--- src/rtl/sdram_burst_read.sv ---
// SDRAM burst read engine.
// Accepts one read request at a time and issues ACTIVE -> READ -> PRECHARGE.
// Returns BURST_LEN words on a valid/last stream with no backpressure.
// The device mode register must already match CAS_LAT and BURST_LEN.
//
// state    | meaning
// ---------+--------------------------------------------------------------
// IDLE     | waiting for a request; oready high
// ACT      | ACTIVE command on the bus (row + bank)
// RCD_WAIT | NOPs until T_RCD has elapsed after ACTIVE
// RD       | READ command on the bus (column + bank, A10 low)
// CAS_WAIT | NOPs until the first word reaches DRAM_DQ
// DATA     | one burst word on DRAM_DQ per cycle; captured at the edge
// PRE      | PRECHARGE ALL on the bus; last beat is presented here
// RP_WAIT  | NOPs until T_RP has elapsed after PRECHARGE
module sdram_burst_read #(
  parameter int ROW_W     = 13,
  parameter int COL_W     = 10,
  parameter int BANK_W    = 2,
  parameter int DATA_W    = 16,
  parameter int CAS_LAT   = 2,
  parameter int BURST_LEN = 4,
  parameter int T_RCD     = 2,
  parameter int T_RP      = 2
) (
  input  logic              iclk,
  input  logic              ireset,
  input  logic              ienb,
  input  logic              ireq,
  input  logic [ROW_W-1:0]  irow,
  input  logic [COL_W-1:0]  icolumn,
  input  logic [BANK_W-1:0] ibank,
  output logic              oready,
  output logic              ovalid,
  output logic [DATA_W-1:0] odata,
  output logic              olast,
  output logic              ofin,
  output logic              DRAM_CLK,
  output logic              DRAM_CKE,
  output logic [ROW_W-1:0]  DRAM_ADDR,
  output logic [BANK_W-1:0] DRAM_BA,
  output logic              DRAM_CS_N,
  output logic              DRAM_RAS_N,
  output logic              DRAM_CAS_N,
  output logic              DRAM_WE_N,
  output logic              DRAM_LDQM,
  output logic              DRAM_UDQM,
  input  logic [DATA_W-1:0] DRAM_DQ
);

  // Parameter legality. A10 must exist on the address bus for PRECHARGE ALL.
  if (!(CAS_LAT == 2 || CAS_LAT == 3)) begin : g_bad_cas
    $error("sdram_burst_read: CAS_LAT must be 2 or 3");
  end
  if (!(BURST_LEN == 1 || BURST_LEN == 2 || BURST_LEN == 4 || BURST_LEN == 8)) begin : g_bad_bl
    $error("sdram_burst_read: BURST_LEN must be 1, 2, 4 or 8");
  end
  if (T_RCD < 1) begin : g_bad_rcd
    $error("sdram_burst_read: T_RCD must be >= 1");
  end
  if (T_RP < 1) begin : g_bad_rp
    $error("sdram_burst_read: T_RP must be >= 1");
  end
  if (COL_W > 10 || COL_W > ROW_W) begin : g_bad_col
    $error("sdram_burst_read: COL_W must be <= 10 and <= ROW_W");
  end
  if (ROW_W < 11) begin : g_bad_row
    $error("sdram_burst_read: ROW_W must be >= 11 so that A10 exists");
  end

  localparam int MAX_A = (T_RCD > T_RP) ? T_RCD : T_RP;
  localparam int MAX_B = (CAS_LAT > BURST_LEN) ? CAS_LAT : BURST_LEN;
  localparam int MAX_C = (MAX_A > MAX_B) ? MAX_A : MAX_B;
  localparam int CNT_W = $clog2(MAX_C + 1);

  localparam logic [2:0] CMD_NOP = 3'b111;
  localparam logic [2:0] CMD_ACT = 3'b011;
  localparam logic [2:0] CMD_RD  = 3'b101;
  localparam logic [2:0] CMD_PRE = 3'b010;

  localparam logic [ROW_W-1:0] ADDR_A10 = ROW_W'(1) << 10;

  typedef enum logic [2:0] {
    IDLE,
    ACT,
    RCD_WAIT,
    RD,
    CAS_WAIT,
    DATA,
    PRE,
    RP_WAIT
  } state_t;

  state_t              state_q, state_d;
  logic [CNT_W-1:0]    cnt_q, cnt_d;
  logic [COL_W-1:0]    col_q;
  logic [BANK_W-1:0]   bank_q;
  logic                valid_q;
  logic                last_q;
  logic                fin_q;
  logic [DATA_W-1:0]   data_q;
  logic                cke_q;
  logic                cs_n_q;
  logic [2:0]          cmd_q;
  logic [ROW_W-1:0]    addr_q;
  logic [BANK_W-1:0]   ba_q;
  logic                dqm_q;
  logic                accept;

  // Acceptance is only possible from IDLE; reset overrides it in the register block.
  assign accept = ireq & ienb & (state_q == IDLE);

  // Next-state sequencing; each wait state runs a down-counter to terminal count zero.
  always_comb begin
    state_d = state_q;
    cnt_d   = cnt_q;
    case (state_q)
      IDLE: begin
        if (accept) state_d = ACT;
      end
      ACT: begin
        if (T_RCD > 1) begin
          state_d = RCD_WAIT;
          cnt_d   = CNT_W'(T_RCD - 2);
        end else begin
          state_d = RD;
        end
      end
      RCD_WAIT: begin
        if (cnt_q == '0) state_d = RD;
        else             cnt_d   = cnt_q - 1'b1;
      end
      RD: begin
        state_d = CAS_WAIT;
        cnt_d   = CNT_W'(CAS_LAT - 2);
      end
      CAS_WAIT: begin
        if (cnt_q == '0) begin
          state_d = DATA;
          cnt_d   = CNT_W'(BURST_LEN - 1);
        end else begin
          cnt_d = cnt_q - 1'b1;
        end
      end
      DATA: begin
        if (cnt_q == '0) state_d = PRE;
        else             cnt_d   = cnt_q - 1'b1;
      end
      PRE: begin
        if (T_RP > 1) begin
          state_d = RP_WAIT;
          cnt_d   = CNT_W'(T_RP - 2);
        end else begin
          state_d = IDLE;
        end
      end
      RP_WAIT: begin
        if (cnt_q == '0) state_d = IDLE;
        else             cnt_d   = cnt_q - 1'b1;
      end
      default: begin
        state_d = IDLE;
      end
    endcase
  end

  // State register plus all registered outputs; commands are set up for the state being entered.
  always_ff @(posedge iclk) begin
    if (ireset) begin
      state_q <= IDLE;
      cnt_q   <= '0;
      col_q   <= '0;
      bank_q  <= '0;
      valid_q <= 1'b0;
      last_q  <= 1'b0;
      fin_q   <= 1'b0;
      data_q  <= '0;
      cke_q   <= 1'b0;
      cs_n_q  <= 1'b1;
      cmd_q   <= CMD_NOP;
      addr_q  <= '0;
      ba_q    <= '0;
      dqm_q   <= 1'b1;
    end else begin
      state_q <= state_d;
      cnt_q   <= cnt_d;
      cke_q   <= 1'b1;
      cs_n_q  <= 1'b0;

      if (accept) begin
        col_q  <= icolumn;
        bank_q <= ibank;
      end

      case (state_d)
        ACT: begin
          cmd_q  <= CMD_ACT;
          addr_q <= irow;
          ba_q   <= ibank;
        end
        RD: begin
          cmd_q  <= CMD_RD;
          addr_q <= ROW_W'(col_q);
          ba_q   <= bank_q;
        end
        PRE: begin
          cmd_q  <= CMD_PRE;
          addr_q <= ADDR_A10;
          ba_q   <= '0;
        end
        default: begin
          cmd_q <= CMD_NOP;
        end
      endcase

      // Byte masks open from the READ cycle until the last word has left the bus.
      dqm_q <= !((state_d == RD) || (state_d == CAS_WAIT) || (state_d == DATA));

      valid_q <= (state_q == DATA);
      last_q  <= (state_q == DATA) && (cnt_q == '0);
      if (state_q == DATA) data_q <= DRAM_DQ;

      fin_q <= (state_d == IDLE) && (state_q != IDLE);
    end
  end

  assign oready     = (state_q == IDLE) & ~ireset;
  assign ovalid     = valid_q;
  assign odata      = data_q;
  assign olast      = last_q;
  assign ofin       = fin_q;
  assign DRAM_CLK   = ~iclk;
  assign DRAM_CKE   = cke_q;
  assign DRAM_ADDR  = addr_q;
  assign DRAM_BA    = ba_q;
  assign DRAM_CS_N  = cs_n_q;
  assign DRAM_RAS_N = cmd_q[2];
  assign DRAM_CAS_N = cmd_q[1];
  assign DRAM_WE_N  = cmd_q[0];
  assign DRAM_LDQM  = dqm_q;
  assign DRAM_UDQM  = dqm_q;

endmodule

--- config.mk ---
export PLATFORM = sky130hd
export DESIGN_NAME = sdram_burst_read
export DESIGN_NICKNAME = d
export VERILOG_FILES = /design/src/rtl/sdram_burst_read.sv
export SDC_FILE = /design/constraint.sdc
export NUM_CORES = 1
export LEC_CHECK = 0
export ABC_AREA = 1
export BUFFER_PORTS_ARGS = -buffer_cell sky130_fd_sc_hd__buf_2
export CAP_MARGIN = 0
export CORE_MARGIN = 2
export CORE_UTILIZATION = 44
export DETAILED_ROUTE_END_ITERATION = 10
export MAX_ROUTING_LAYER = met4
export PLACE_DENSITY_LB_ADDON = 0.1
export SLEW_MARGIN = 15
export SYNTH_ARGS = -nofsm -noshare
export SYNTH_HDL_FRONTEND = slang
export SYNTH_SLANG_ARGS = --single-unit
--- constraint.sdc ---
create_clock -name iclk -period 1.4 [get_ports iclk]
set_input_delay 0.07 -clock iclk [delete_from_list [all_inputs] [get_ports iclk]]
set_output_delay 0.07 -clock iclk [all_outputs]
set_load 0.01 [all_outputs]
# After elaboration in Yosys (flattened, before gate mapping)
# Cells that the tools add are included.
# totals
register_bits,58
latchBits,0
ramBits,0
romBits,0
out_inout_bits,43
mem_count,0
# op_classes
n_addsub,1
n_mul,0
div_mod_pow,0
magnitude_cmp,0
n_eq_ne,13
n_shift,0
mux,14
bitwise_logic,5
reduce_logical,14
# ops
cell,count
one-hot mux 13 bit (3 select lines),1
one-hot mux 3 bit (8 select lines),1
"== test 3 bit, second input constant",7
2-to-1 mux 3 bit,7
one-hot mux 3 bit (3 select lines),2
"== test 3 x 2 -> 1 bit, second input constant",3
zero test 3 bit,3
nonzero test 3 bit,3
"== test 3 x 1 -> 1 bit, second input constant",2
one-hot mux 2 bit (3 select lines),1
OR reduction 3 bit,2
AND 1 bit,3
"subtractor 3 x 1 -> 3 bit, second input constant",1
logical AND 1 bit,2
logical OR 1 bit,2
2-to-1 mux 1 bit,2
"inequality test 2 bit, second input constant",1
inverter 1 bit,2
AND reduction 2 bit,1
zero test 1 bit,1

# Longest topological paths before layout
# logic_depth
word_depth,8
depth_mapped,12

==> impl_metrics.toml <==
[status]
outcome = "finished, final reports clean"

[timing]
min_period_ns = 1.39
slew_violations = 0
fin_skew_ns = 0.0163
holdWs_ns = 0.0265
max_freq_ghz = 0.721
finalHoldViolations = 0
setup_slack_ns = 0.0127
final.period_utilization = 0.991
finalSetupTns_ns = 0
tightest_slew_ns = 0.294
max_slew_margin = 0.804
rsz0062_at_grt = "yes"
finalSetupViolations = 0

[synthesis]
synth_top_area_share = 0.465
synth_area_sq_um = 2490
synth_cell_types = 26
ys_seq_area_frac = 0.465
synth_top_cells_by_area = "dfxtp_1 47%, nand2_1 15%, nor2_1 10%"
yosysWarnings = 0
syn-mean-instance-area_sq_um = 7.09
ys_seq_elements = 58
syn-num-nets = 399
synth_cells = 352
synth_top_area_cell = "dfxtp_1"

[placed_design]
io_buffers = 87
dp_slack_ns = -0.0677
dp_hpwl_um = 4220
place_congestion = 0.805
place_area_sq_um = 3090

[final_layout]
nFillCells = 436
drive_above_1_share = 0.403
post-route-util = 0.736
areaGrowthSynthToFinish_pct = 62.4
nets = 538
antennaDiodeCount = 0
stdcell_area_sq_um = 4050

[route]
drt-initial-drc-count = 167
drtAntennaViolNets = 0
drc = 0
drtPass1Iterations = 5
viasPerCell = 4.87
wl_per_cell_um = 13.4
vias = 2764
wl_um = 7600

[setup_path]
path_max_fanout = 7
rr_startpoint = "cnt_q[0]"
end_kind = "register"
crit_chain = "inv_2 > ha_4 > inv_2 > nor2_4 > nand2_4 > buf_12 > nand3_1 > nand2_2 > nor2_4 > nor2_1"
start_kind = "register"
crit_required_ns = 1.64
cpMaxStageDelayCell = "dfxtp_2"
max_stage_delay_ns = 0.32
reg2reg_depth = 10
critical_path_class = "reg2reg"
r2r_setup_slack_ns = 0.01
cp.arrival_ns = 1.62
r2r_end = "DRAM_ADDR[3]"

[die]
ios = 88
die_x_um = 79.3
die-area_sq_um = 6290
core_area_sq_um = 5510
die_y_um = 79.3
initial_core_util = 0.453
core.rowCount = 27

[clock_network]
clk_path_buf_depth = 2
clkLatencyLatePin_ns = 0.35
cts_buffers = 9
clockRootBuffer = "clkbuf_8"
clkSlewWorstSetupHoldPaths_ns = 0.07
cts_tree = "done"
cts.htree.levels = 3

[flow_run]
cap_violations = 0

[worst_hold_path]
hold_depth = 3
worstHoldEndpoint = "bank_q[1]"
worstHoldStart = "ibank[1]"
min_path_type = "in2reg"

[power]
peakVddDrop_mv = 1.18
p_leak_uw = 0.00199
power_density_nw_per_um2 = 1710

[grt]
grt_use_total = 0.249
grt_max_degree = 28
grt_overflow_total = 0
antenna_found_initial = 0
grt_pass1_vias = 2560
grt_pass1_wl_um = 11800
==> Yosys cell counts, drive strengths merged <==
master   n
a211oi   1
a21oi   20
buf     14
clkbuf   5
clkinv   2
dfxtp   58
ha       2
inv     27
nand2   98
nand3   14
nand3b   1
nand4   15
nor2    72
nor3     1
o21ai   20
or2      1
xor2     1
==> per-stage QoR <==
| step | power, uW | std cells |
|---|---|---|
| floorplan | 3580 | 352 |
| finish | 6910 | 568 |
| detailed placement | 4290 | 514 |
| CTS | 6740 | 568 |
| global route | 7330 | 568 |
| global placement | 4250 | 514 |
==> worst max-delay path: cells and delay by family (launching register included) <==
| family | cells | cell delay, ns |
|---|---|---|
| simple gates | 6 | 0.53 |
| fa+ha+maj | 1 | 0.15 |
| flops | 1 | 0.32 |
| buf+inv | 3 | 0.27 |
==> sequential cells by signal (all words and copies together) (netlist names) <==
register   cells
DRAM_CS_N      1
state_q        3
ofin           1
bank_q         2
cnt_q          3
DRAM_BA        2
DRAM_CKE       1
ovalid         1
col_q         10
DRAM_LDQM      1
cmd_q          3
olast          1
odata         16
DRAM_ADDR     13
==> area by class of cell <==
| cell class | count | area [sq um] | share of cell area |
|---|---|---|---|
| Timing Repair Buffer | 146 | 1060 | 0.262 |
| Tap cell | 72 | 90.1 | 0.0222 |
| Sequential cell | 58 | 1170 | 0.290 |
| Inverter | 28 | 120 | 0.0296 |
| Multi-Input combinational cell | 246 | 1370 | 0.337 |
| Clock inverter | 5 | 36.3 | 0.00896 |
| Clock buffer | 13 | 204 | 0.0503 |
==> power breakdown <==
part	switching [uW]	leakage, uW	internal (uW)
logic	1660	0.00139	1360
registers	186	0.000476	1940
clock network	766	0.000128	1000
total	2610	0.00199	4300
==> kinds of logic after synthesis <==
family,after synthesis,share of synthesized area
xor+xnor,1,0.00351
buf+inv,48,0.101
compound gates,41,0.0833
simple gates,202,0.337
flops,58,0.465
fa+ha+maj,2,0.0100
==> layer usage <==
metal	wire length, um	part of all wire	up-vias	GRT usage
met4	142	0.019	0	0.0897
li1	-	-	1391	-
met5	0	0	-	-
met3	517	0.068	17	0.0636
met2	3710	0.49	107	0.400
met1	3230	0.43	1249	0.304
==> what timing repair did <==
item	in CTS	in global routing
resized for setup	58	41
setup buffers	7	1
hold buffers	29	0
gates cloned	2	2
hold endpoints to repair	29	0
pin swaps	24	27
endpoints found under the setup margin	15	25
==> how the worst max path moves through the flow <==
stage	start	depth (start not counted)	slack, ns	end
after global placement	cnt_q[0]	10	-0.03	DRAM_ADDR[0]
final	cnt_q[0]	10	0.01	DRAM_ADDR[3]
after floorplan	cnt_q[0]	12	0.002	DRAM_ADDR[2]
after detailed placement	cnt_q[0]	11	-0.07	DRAM_ADDR[4]
after CTS	cnt_q[1]	11	-0.02	DRAM_ADDR[9]
after global routing	cnt_q[0]	10	-0.07	DRAM_ADDR[2]
==> layout by cell type, fill, tap and decap left out, types with 7 or more instances in the layout <==
cell,n
nor2_1,53
inv_1,19
dlygate4sd3_1,29
buf_4,21
nand2_1,78
nor2_4,15
nand2_4,7
nand2_2,12
nand3_2,7
o21ai_0,19
clkbuf_8,9
dfxtp_1,54
buf_2,87
a21oi_1,18
nand4_1,15
No activity file was read; power rests on OpenSTA's default activity.
